--- config.mk ---
export PLATFORM = sky130hd
export DESIGN_NAME = multi_key_flop
export DESIGN_NICKNAME = d
export VERILOG_FILES = /design/src/rtl/multi_key_flop.sv
export SDC_FILE = /design/constraint.sdc
export NUM_CORES = 1
export LEC_CHECK = 0
export BUFFER_PORTS_ARGS = -buffer_cell sky130_fd_sc_hd__buf_2
export CORE_ASPECT_RATIO = 1.4
export CORE_MARGIN = 1.5
export CORE_UTILIZATION = 35
export CTS_CLUSTER_DIAMETER = 60
export DETAILED_ROUTE_END_ITERATION = 16
export GPL_TIMING_DRIVEN = 0
export RECOVER_POWER = 50
export SLEW_MARGIN = 20
export SYNTH_ARGS = -nofsm -noshare
export SYNTH_HDL_FRONTEND = slang
export SYNTH_SLANG_ARGS = --single-unit
--- constraint.sdc ---
create_clock -name sys_clk -period 5.4 [get_ports sys_clk]
set_clock_uncertainty 0.2 [all_clocks]
set_input_delay 0.54 -clock sys_clk [delete_from_list [all_inputs] [get_ports sys_clk]]
set_output_delay 0.54 -clock sys_clk [all_outputs]
set_load 0.1 [all_outputs]
--- src/rtl/multi_key_flop.sv ---
// multi_key_flop: per-channel key synchronizer, debouncer and follow/toggle LED driver.
module multi_key_flop #(
  parameter int CH      = 4,
  parameter int CNT_MAX = 1000000,
  parameter int CNT_W   = $clog2(CNT_MAX)
) (
  input  logic          sys_clk,
  input  logic          sys_rst_n,
  input  logic [CH-1:0] key_in,
  input  logic [CH-1:0] mode,
  output logic [CH-1:0] led_out,
  output logic [CH-1:0] key_press,
  output logic [CH-1:0] key_release
);
  for (genvar g = 0; g < CH; g++) begin : gen_ch
    logic [1:0]       sync_q;
    logic             stable_q, stable_d;
    logic [CNT_W-1:0] cnt_q, cnt_d;
    logic             led_q, led_d, press_q, press_d, rel_q, rel_d;
    logic             diff, done;
    always_comb begin
      diff     = sync_q[1] != stable_q;
      done     = diff && (cnt_q == CNT_W'(CNT_MAX - 1));
      cnt_d    = (diff && !done) ? cnt_q + CNT_W'(1) : '0;
      stable_d = done ? sync_q[1] : stable_q;
      press_d  = done && !sync_q[1];
      rel_d    = done && sync_q[1];
      // mode is used as sampled this edge, so a press coinciding with a mode change obeys the new mode
      led_d    = mode[g] ? (led_q ^ press_d) : ~stable_d;
    end
    always_ff @(posedge sys_clk or negedge sys_rst_n) begin
      if (!sys_rst_n) begin
        sync_q   <= 2'b11;
        stable_q <= 1'b1;
        cnt_q    <= '0;
        led_q    <= 1'b0;
        press_q  <= 1'b0;
        rel_q    <= 1'b0;
      end else begin
        sync_q   <= {sync_q[0], key_in[g]};
        stable_q <= stable_d;
        cnt_q    <= cnt_d;
        led_q    <= led_d;
        press_q  <= press_d;
        rel_q    <= rel_d;
      end
    end
    assign led_out[g]     = led_q;
    assign key_press[g]   = press_q;
    assign key_release[g] = rel_q;
  end
endmodule
## Word-level counts from Yosys, hierarchy flattened

Cells that the tools add are included.

- Logic and storage cells: 80
- Bits of input ports: 10
- Output and inout bits: 12
- Register bits: 104

- $add $sub $neg: 4
- Equal/unequal tests: 8
- Multiplexer cells: 12
- Reduce and logical (&&, ||, !) cells: 24
- Bitwise logic cells: 8

Operator list:

| kind | count |
|---|---|
| $add 20x1->20 const B | 4 |
| $eq 20x20->1 const B | 4 |
| $mux 20 | 4 |
| $logic_and 1x1->1 | 16 |
| $logic_not 1->1 | 8 |
| $mux 1 | 8 |
| $ne 1x1->1 | 4 |
| $not 1->1 | 4 |
| $xor 1x1->1 | 4 |

## Longest topological paths before layout

Gate-level depths: netlist (run 1).

- Depth after elaboration: 5
- Mapped depth: 7
- Gate-level depth less buffers: 6

## Worst setup path before layout (run 1)

Ideal clock, no wire load.

- Path type: reg2reg
- Start: register gen_ch[0].cnt_q[15]
- End: register gen_ch[0].cnt_q[11]
- Cell stages (with the launch flop): 7
- Arrival time: 1,668 ps
- Buffers on the path: 1
- Period minus slack after synthesis: 1,986 ps
- Path slack: 3,414 ps
- Data required time: 5,081 ps
- Library setup time: 119 ps
- Cells stage by stage: dfrtp_1 or4b_4 nor4_4 nand3_4 nand2_4 buf_8 nor2_1

- Word-level cells in the longest chain between the ends: 5

Ends and longest elaborated chain:

| element | line | source |
|---|---|---|
| start: declaration | 18 | `logic [CNT_W-1:0] cnt_q, cnt_d;` |
| start signal: assignment | 42 | `cnt_q <= cnt_d;` |
| $eq 20x20->1 | 23 | `done = diff && (cnt_q == CNT_W'(CNT_MAX - 1));` |
| $logic_and 1x1->1 | 23 |  |
| $logic_not 1->1 | 24 | `cnt_d = (diff && !done) ? cnt_q + CNT_W'(1) : '0;` |
| $logic_and 1x1->1 | 24 |  |
| $mux 20 | 24 |  |
| named net gen_ch[0].cnt_d[11] | 18 |  |

The timed path passes the listed nets, and every way through them passes these cells.

==> results of run 1 <==
## through the flow
stage                     cell area, um^2  hold slack (ns)  utilization, %
final                                5525          0.08500           41.08
after global routing                 5525          0.07473           41.08
after CTS                            5533          0.07477           41.13
after detailed placement             5224           0.1476           38.84
after global placement               5190           0.1463           38.59
after floorplan                      4857          0.04441               -
## routing by layer
layer / global-route usage, % / vias to the layer above / part of all wire (%)
met5: 0 / - / 0
met4: 6.273 / 0 / 2.2
met3: 1.916 / 10 / 1.7
met2: 23.07 / 29 / 53
met1: 14.89 / 1648 / 43
li1: - / 1651 / -
## cells in the final DEF (no fill, tap or decap), types with 13 or more instances in the layout
cell type,instances
and3_1,13
buf_2,23
buf_4,13
dfrtp_1,92
nand2_1,31
nand3_1,38
nand4_1,16
nor2_1,90
nor3_1,15
xnor2_1,24
xor2_1,52
## how the worst max path moves through the flow
stage / start / endpoint / depth (start not counted) / slack, ns
floorplan: gen_ch[0].cnt_q[15] / gen_ch[0].cnt_q[11] / 6 / 3.41
global placement: sys_rst_n / gen_ch[3].cnt_q[2] / 1 / 2.50
detailed placement: gen_ch[3].cnt_q[0] / gen_ch[3].cnt_q[14] / 7 / 3.01
CTS: gen_ch[3].cnt_q[0] / gen_ch[3].cnt_q[18] / 7 / 2.99
global route: sys_rst_n / gen_ch[3].cnt_q[6] / 2 / 1.40
finish: sys_rst_n / gen_ch[2].cnt_q[6] / 2 / 2.04
## power by group
part / total (mW) / internal (mW) / switching, mW
Sequential: 0.807 / 0.793 / 0.0134
Clock: 0.658 / 0.372 / 0.286
Combinational: 0.0736 / 0.0233 / 0.0503
Total: 1.54 / 1.19 / 0.350
## sequential cells by signal, summed over array words and instances, names as in the netlist
name and flops:
gen_ch.press_q 4, gen_ch.led_q 4, gen_ch.rel_q 4, gen_ch.cnt_q 80, gen_ch.sync_q 8, gen_ch.stable_q 4
## worst register-to-register path: stages (launching register included)
cell and delay (ns):
dfrtp_1 0.39, ha_1 0.21, nand4_1 0.15, nor2_1 0.25
nand4_1 0.34, nand2_1 0.40, buf_4 0.24, nor2_1 0.07
## what timing repair did
action	4_1_cts	5_1_grt
endpoints found under the hold margin	43	0
hold buffers	1	0
setup buffers	0	0
## cell type report
class                      instances  share of cell area [%]
buffer                            18                   2.514
clock buffer                      11                   4.393
clock inverter                     5                   1.019
inverter                          10                  0.6793
multi-input combinational        337                   37.34
sequential                       104                   47.37
tap                              182                   4.121
timing repair buffer              23                   2.559
## logic make-up (layout without fill, tap and decap cells)
logic type | after synthesis | count (layout) | share of synthesized area, %
AO/OA/AOI/OAI | 17 | 17 | 2.344
multiplexers | 3 | 3 | 0.8501
flip-flops | 104 | 104 | 53.89
adder cells (fa/ha/maj) | 4 | 4 | 1.030
XOR/XNOR | 76 | 76 | 13.70
AND/OR/NAND/NOR | 237 | 237 | 24.55
buffers and inverters | 28 | 67 | 3.632
==> results.cfg, run 1 <==
[clock_network]
htreeDepth = 3
cts.repair.resized = 0
insertion_delay_ns = 0.35
cts_buffer_depth = 2
cts.clk_slew.worst_paths_ns = 0.07
cts_tree = yes
root_buffer = clkbuf_16
cts_buffers = 9
clock-sinks = 104

[worst_setup_path]
critPathRequiredTime_ns = 5.06
slowest_stage = clkbuf_1
reg2reg_slack_ns = 3.03
critPathArrivalTime_ns = 3.03
cp_max_fo = 50
ff2ff_path_depth = 7
reg2reg_from = gen_ch[3].cnt_q[0]
path_class = in2async
cpLargestDelayFamily = buffers and inverters
endpoint_kind = async pin
regToRegEndpoint = gen_ch[3].cnt_q[17]
cpPeakStageDelay_ns = 1.92
cp_num_buf_inv = 2
worst_setup_path_start_kind = input pin
path_cells = dlygate4sd3_1 > clkbuf_1

[die]
die_h_um = 142.4
core_area_um2 = 13450
die_w_um = 102.6
dieArea_um2 = 14600
io-pin-count = 22
start_util_pct = 36.11
fp-row-count = 50

[synthesis]
synth-main-ff-cell = dfrtp_1
yosysSeqAreaShare_pct = 53.89
synthArstFlopShare_pct = 100.0
synth.most_common_cell = dfrtp_1
ys_types = 41
yosysWarnings = 0
synth_common_cells = dfrtp_1 (92), nor2_1 (90), xor2_1 (52)
yosys_register_bits = 104
synth_area_um2 = 4857
synth_nets = 483
postSynthAreaPerCell_um2 = 10.36
synth.area.top_cells = dfrtp_1 (47%), xor2_1 (9.4%), nor2_1 (7.0%)
yosysTopAreaCellShare_pct = 47.40
synthCells = 469
synth_top_area_cell = dfrtp_1
synth_edf_count = 0

[global_route]
antenna_found_initial = 0
grtUsageTotal_pct = 12.94
grt_pass1_vias = 3410
grt_pass1_wl_um = 15110
overflow = 0
grt_max_degree = 56

[flow_run]
cap_violations = 1

[detailed_routing]
vias = 3338
drt_iter0_markers = 123
drtAntennaViolNets = 0
wirelength_um = 8543
drc = 0
first_pass_iters = 4
viasPerCell = 4.838
post_drt_wl_per_cell_um = 12.38

[timing]
setup_tns_ns = 0
rsz0062_at_grt = no
final-setup-viol-count = 0
max_freq_mhz = 297.5
timing.final.crit_share_pct = 62.25
slew_headroom_pct = -81.92
finalHoldViolations = 0
period_needed_ns = 3.362
slew_violations = 50
worst-slew-pin-transition_ns = 2.729
worst_slack_ns = 2.038

[final_layout]
layout.nets = 517
seq_area_um2 = 2618
drive_gt1_share_pct = 14.96
syn2layout_area_growth_pct = 13.76
antenna_cells = 0
fillers = 1270
multi_input_area_um2 = 2063
final_cells = 690

[worst_hold_path]
min_from = key_in[1]
whs_path_depth = 1
hold_path_class = in2reg
hold_end = gen_ch[1].sync_q[0]

[placement]
dpl_worst_slack_ns = 3.008
gp_congestion = 0.7659
hpwlAfterDp_um = 5970
dp.cells = 673
portBuffers = 21

[pwr]
p_leak_nw = 2.392
power_density_nw_per_um2 = 278.3
max-vdd-ir-drop_mv = 0.1557
design_power_total_mw = 1.538

[run_status]
outcome = finished, violations left
violations = max-capacitance violations, max-slew violations
(Power assumes the default switching activity.)
==> inputs of run 2 (changes only) <==
==> constraint.sdc (replaced) <==
create_clock -name sys_clk -period 3 [get_ports sys_clk]
set_clock_uncertainty 0.2 [all_clocks]
set_input_delay 0.3 -clock sys_clk [delete_from_list [all_inputs] [get_ports sys_clk]]
set_output_delay 0.3 -clock sys_clk [all_outputs]
set_load 0.1 [all_outputs]
==> run 2 against run 1 <==
The flow now finishes without violations; sequential share of layout area is 0.18 points lower; total power is 80% higher; final area is 0.38% higher; final cell count is 0.58% higher; count of clock-buffer cells in the layout stayed put; register-to-register slack worse by 2.4 ns; non-clock buffer count is 4 higher; wire length is 0.32% higher.
==> results.cfg, run 2 (synthesis results as in run 1) <==
[detailed_routing]
drc = 0
vias = 3359
first_pass_iters = 4
drtAntennaViolNets = 0
post_drt_wl_per_cell_um = 12.35
wirelength_um = 8570
viasPerCell = 4.840
drt_iter0_markers = 130

[worst_setup_path]
path_cells = dlygate4sd3_1 > clkbuf_2 > clkbuf_4
reg2reg_slack_ns = 0.65
slowest_stage = clkbuf_2
cpPeakStageDelay_ns = 0.89
worst_setup_path_start_kind = input pin
ff2ff_path_depth = 7
endpoint_kind = async pin
reg2reg_from = gen_ch[3].cnt_q[0]
critPathRequiredTime_ns = 3.19
regToRegEndpoint = gen_ch[3].cnt_q[17]
critPathArrivalTime_ns = 2.61
cp_max_fo = 55
path_class = in2async

[final_layout]
syn2layout_area_growth_pct = 14.19
layout.nets = 521
fin_util_pct = 41.24
antenna_cells = 0
drive_gt1_share_pct = 15.04
fillers = 1273
multi_input_area_um2 = 2063
reg_top3 = gen_ch.cnt_q: 80 flops, gen_ch.sync_q: 8 flops
seq_area_um2 = 2618
largest_reg_flops = 80
regMostFlops = gen_ch.cnt_q
final_common_cell = dfrtp_1
final_cell_mix = dfrtp_1 (92), nor2_1 (90), xor2_1 (52)

[placement]
hpwlAfterDp_um = 5970
portBuffers = 21
dpl_worst_slack_ns = 0.6084
gp_congestion = 0.7659

[worst_hold_path]
hold_end = gen_ch[0].led_q
whs_path_depth = 3
min_from = mode[0]
hold_path_class = in2reg

[clock_network]
clock-sinks = 104
cts_setup_buffers = 0
hold_buffers = 5
insertion_delay_ns = 0.34
root_buffer = clkbuf_16
cts_buffer_depth = 2
cts_buffers = 9
htreeDepth = 3
cts.repair.resized = 0
cts.clk_slew.worst_paths_ns = 0.07
cts_tree = yes

[die]
fp-row-count = 50
die_h_um = 142.4
die_w_um = 102.6
io-pin-count = 22
core_area_um2 = 13450
start_util_pct = 36.11
dieArea_um2 = 14600

[timing]
timing.final.crit_share_pct = 80.41
final-setup-viol-count = 0
slew_violations = 0
rsz0062_at_grt = no
period_needed_ns = 2.412
finalHoldViolations = 0
setup_tns_ns = 0
worst-slew-pin-transition_ns = 1.204
slew_headroom_pct = 19.71
worst_slack_ns = 0.5878
max_freq_mhz = 414.6

[pwr]
internal_power_mw = 2.139
seq_power_share_pct = 52.5
p_comb_share_pct = 4.8
p_leak_nw = 2.404
switchingPower_mw = 0.6286
p_sw_share_pct = 22.71
power_density_nw_per_um2 = 499.0
p_clk_share_pct = 42.7
max-vdd-ir-drop_mv = 0.2787

[global_route]
grtUsageTotal_pct = 12.99
grt_pass1_wl_um = 15170
antenna_found_initial = 0
grt_max_degree = 56
grt_pass1_vias = 3418
overflow = 0

[flow_run]
cap_violations = 0

[run_status]
outcome = finished clean
==> run 2: cell types whose count changed in the layout (fill, tap and decap cells not counted) <==
cell | before | now
buf_16 | 1 | 0
clkbuf_4 | 0 | 1
dlygate4sd3_1 | 1 | 5
clkbuf_1 | 2 | 1
clkbuf_2 | 0 | 1
==> run 2: layout make-up <==
type,count,area share (%)
Clock inverter,5,1.015
Inverter,10,0.6767
Sequential cell,104,47.19
Multi-Input combinational cell,337,37.20
Buffer,18,2.504
Clock buffer,11,4.376
Timing Repair Buffer,27,2.933
Tap cell,182,4.106
==> run 2: how the worst max path moves through the flow <==
stage	from	to	slack, ns	cells after the start
finish	sys_rst_n	gen_ch[3].cnt_q[4]	0.59	3
global route	sys_rst_n	gen_ch[3].cnt_q[10]	0.20	3
CTS	gen_ch[3].cnt_q[0]	gen_ch[3].cnt_q[18]	0.59	7
detailed placement	gen_ch[3].cnt_q[0]	gen_ch[3].cnt_q[14]	0.61	7
global placement	sys_rst_n	gen_ch[3].cnt_q[2]	0.34	1
floorplan	gen_ch[0].cnt_q[15]	gen_ch[0].cnt_q[11]	1.01	6
==> run 2: worst max-delay path, delay by kind of cell <==
family	cells	cell delay [ns]
buffers and inverters	3	2.24
==> run 2: through the flow <==
stage	std cells	hold WS [ns]	cell area, um^2	power (mW)
3_3_place_gp	672	0.1463	5190	1.603
5_1_grt	694	0.09336	5547	2.882
4_1_cts	694	0.06405	5573	2.812
3_5_place_dp	673	0.08272	5224	1.614
2_1_floorplan	469	-0.1956	4857	1.553
6_report	694	0.06442	5547	2.768
==> run 2: routing by layer <==
layer,track usage (%),vias to the layer above,wire length (um)
met5,0,-,0
met2,23.14,23,4544
li1,-,1658,-
met4,6.273,0,183
met3,1.916,11,131
met1,14.98,1667,3711
==> run 2: power by group through the flow <==
stage | clock [mW] | sequential, mW | combinational [mW]
2_1_floorplan | 0 | 1.47 | 0.0802
3_3_place_gp | 0 | 1.48 | 0.126
3_5_place_dp | 0 | 1.48 | 0.136
4_1_cts | 1.22 | 1.45 | 0.141
5_1_grt | 1.28 | 1.46 | 0.150
6_report | 1.18 | 1.45 | 0.133
==> inputs of run 3 (changes only) <==
--- a/config.mk
+++ b/config.mk
@@ -5,6 +5,7 @@
 export SDC_FILE = /design/constraint.sdc
 export NUM_CORES = 1
 export LEC_CHECK = 0
+export ABC_AREA = 1
 export BUFFER_PORTS_ARGS = -buffer_cell sky130_fd_sc_hd__buf_2
 export CORE_ASPECT_RATIO = 1.4
 export CORE_MARGIN = 1.5
==> constraint.sdc (replaced) <==
create_clock -name sys_clk -period 2.4 [get_ports sys_clk]
set_clock_uncertainty 0.2 [all_clocks]
set_input_delay 0.24 -clock sys_clk [delete_from_list [all_inputs] [get_ports sys_clk]]
set_output_delay 0.24 -clock sys_clk [all_outputs]
set_load 0.1 [all_outputs]
==> run 3 against run 2 <==
Clock power increased by 26%; count of clock-buffer cells in the layout increased by 2; combinational power increased by 9.8%; worst setup slack got worse by 0.22 ns; sequential cell count unchanged; wire length increased by 36%; critical endpoint is now gen_ch[2].cnt_q[14]; sequential power increased by 24%; final area increased by 14%; total power increased by 24%; highest routed layer unchanged.
==> results.cfg, run 3 <==
[synthesis]
yosysTopAreaCellShare_pct = 41.25
synth_top_area_cell = dfrtp_1
postSynthAreaPerCell_um2 = 7.731
synth_edf_count = 0
synthArstFlopShare_pct = 100.0
ys_types = 35
yosysWarnings = 0
synthCells = 722
synth_area_um2 = 5582
synth.most_common_cell = nand2_1
synth_nets = 736
yosys_register_bits = 104
synth_common_cells = nand2_1 (158), nor2_1 (144), dfrtp_1 (92)
synth.area.top_cells = dfrtp_1 (41%), nand2_1 (11%), nor2_1 (9.7%)
synth-main-ff-cell = dfrtp_1
yosysSeqAreaShare_pct = 46.90

[worst_setup_path]
critPathArrivalTime_ns = 2.11
ff2ff_path_depth = 6
cp_max_fo = 7
regToRegEndpoint = gen_ch[2].cnt_q[14]
crit_start = gen_ch[2].cnt_q[0]
endpoint_kind = register
path_class = reg2reg
reg2reg_from = gen_ch[2].cnt_q[0]
reg2reg_slack_ns = 0.37
critPathRequiredTime_ns = 2.48
cpPeakStageDelay_ns = 0.52
worst_setup_path_start_kind = register
path_cells = ha_1 > nand3_2 > nor2_4 > a21oi_1 > o21ai_0 > nor2_1
slowest_stage = a21oi_1

[final_layout]
fin_util_pct = 40.55
seq_area_um2 = 2618
fillers = 1585
largest_reg_flops = 80
syn2layout_area_growth_pct = 13.38
regMostFlops = gen_ch.cnt_q
antenna_cells = 0
final_cells = 965
layout.nets = 778
final_common_cell = nand2_1
final_cell_mix = nand2_1 (158), nor2_1 (144), dfrtp_1 (92)
reg_top3 = gen_ch.cnt_q: 80 flops, gen_ch.sync_q: 8 flops
multi_input_area_um2 = 2472
drive_gt1_share_pct = 13.00

[die]
die_w_um = 109.7
start_util_pct = 35.76
die_h_um = 152.4
fp-row-count = 54
dieArea_um2 = 16730
core_area_um2 = 15610
io-pin-count = 22

[global_route]
grt_pass1_vias = 4435
grtUsageTotal_pct = 15.14
overflow = 0
grt_max_degree = 78
grt_pass1_wl_um = 20060
antenna_found_initial = 0

[clock_network]
clock-sinks = 104
root_buffer = clkbuf_16
cts.repair.resized = 0
cts_tree = yes
cts.clk_slew.worst_paths_ns = 0.07
insertion_delay_ns = 0.36
cts_buffers = 9
htreeDepth = 3
cts_buffer_depth = 2

[timing]
rsz0062_at_grt = no
hold_ws_ns = 0.1098
period_needed_ns = 2.035
finalHoldViolations = 0
slew_violations = 0
worst-slew-pin-transition_ns = 1.062
max_freq_mhz = 491.5
slew_headroom_pct = 29.23
final-setup-viol-count = 0
timing.final.crit_share_pct = 84.77
worst_slack_ns = 0.3655

[worst_hold_path]
hold_path_class = in2async

[placement]
dpl_worst_slack_ns = 0.3845
portBuffers = 21
gp_congestion = 0.8404
dp.cells = 940
hpwlAfterDp_um = 8368

[detailed_routing]
post_drt_wl_per_cell_um = 12.06
viasPerCell = 4.645
vias = 4482
drtAntennaViolNets = 0
first_pass_iters = 4
drt_iter0_markers = 235
wirelength_um = 11640
drc = 0

[pwr]
p_leak_nw = 2.783
power_density_nw_per_um2 = 543.2
max-vdd-ir-drop_mv = 0.4956

[run_status]
outcome = finished clean

[flow_run]
cap_violations = 0
## run 3: cell count changes after synthesis, moves of 5 or more
| cell | before | now |
|---|---|---|
| nor4_1 | 9 | 1 |
| nor2_1 | 90 | 144 |
| nand3_2 | 0 | 6 |
| nand2_1 | 31 | 158 |
| nor3b_1 | 4 | 9 |
| inv_1 | 10 | 91 |
| nor2_4 | 0 | 5 |
| and3_1 | 13 | 3 |
| xnor2_1 | 24 | 7 |
| a31oi_1 | 0 | 5 |
| a21oi_1 | 2 | 11 |
| nor3_1 | 15 | 44 |
| nor2_2 | 0 | 11 |
| xor2_1 | 52 | 18 |
## run 3: kinds of logic after synthesis
group	share of synthesized area [%]
xor+xnor	3.923
buf+inv	8.810
fa+ha+maj	0.8967
compound gates	3.744
flops	46.90
simple gates	35.73
## run 3: worst max-delay path by stage
stage	endpoint	slack, ns	cells after the start
floorplan	gen_ch[0].cnt_q[11]	0.70	7
global placement	gen_ch[0].cnt_q[14]	-0.36	1
detailed placement	gen_ch[2].cnt_q[14]	0.38	6
CTS	gen_ch[2].cnt_q[14]	0.36	6
global route	gen_ch[0].cnt_q[14]	0.20	8
finish	gen_ch[2].cnt_q[14]	0.37	6
## run 3: worst max-delay path: cells and delay by family, from the launching register on
family / cells / cell delay [ns]
AO/OA/AOI/OAI: 2 / 0.72
flip-flops: 1 / 0.44
AND/OR/NAND/NOR: 3 / 0.32
adder cells (fa/ha/maj): 1 / 0.27
## run 3: final cells by class
class / count / share of cell area (%)
Buffer: 18 / 2.195
Clock buffer: 13 / 3.954
Clock inverter: 3 / 0.6722
Inverter: 94 / 5.575
Multi-Input combinational cell: 506 / 39.07
Sequential cell: 104 / 41.36
Tap cell: 196 / 3.875
Timing Repair Buffer: 31 / 3.302
## run 3: per-layer routing
layer	global-route usage [%]	up-vias	wire, um
met5	0	-	0
met4	6.555	0	267
met3	2.395	17	255
met2	25.91	49	5833
met1	18.44	2064	5285
li1	-	2352	-
## run 3: power by group
group	switching, mW	leakage, nW	internal, mW
Combinational	0.0970	1.26	0.0492
Clock	0.650	0.140	0.838
Sequential	0.0219	1.38	1.78
Total	0.769	2.78	2.67
## run 3: stage by stage
stage,total power [mW],cell area (um^2),setup TNS [ns]
floorplan,1.907,5582,0
global placement,1.973,5932,-31.89
detailed placement,1.982,5966,0
CTS,3.498,6349,0
global route,3.585,6329,0
finish,3.438,6329,0
## run 3: repair_timing
item	CTS	global route
hold buffers	9	0
hold endpoints to repair	107	0
buffers inserted	0	0
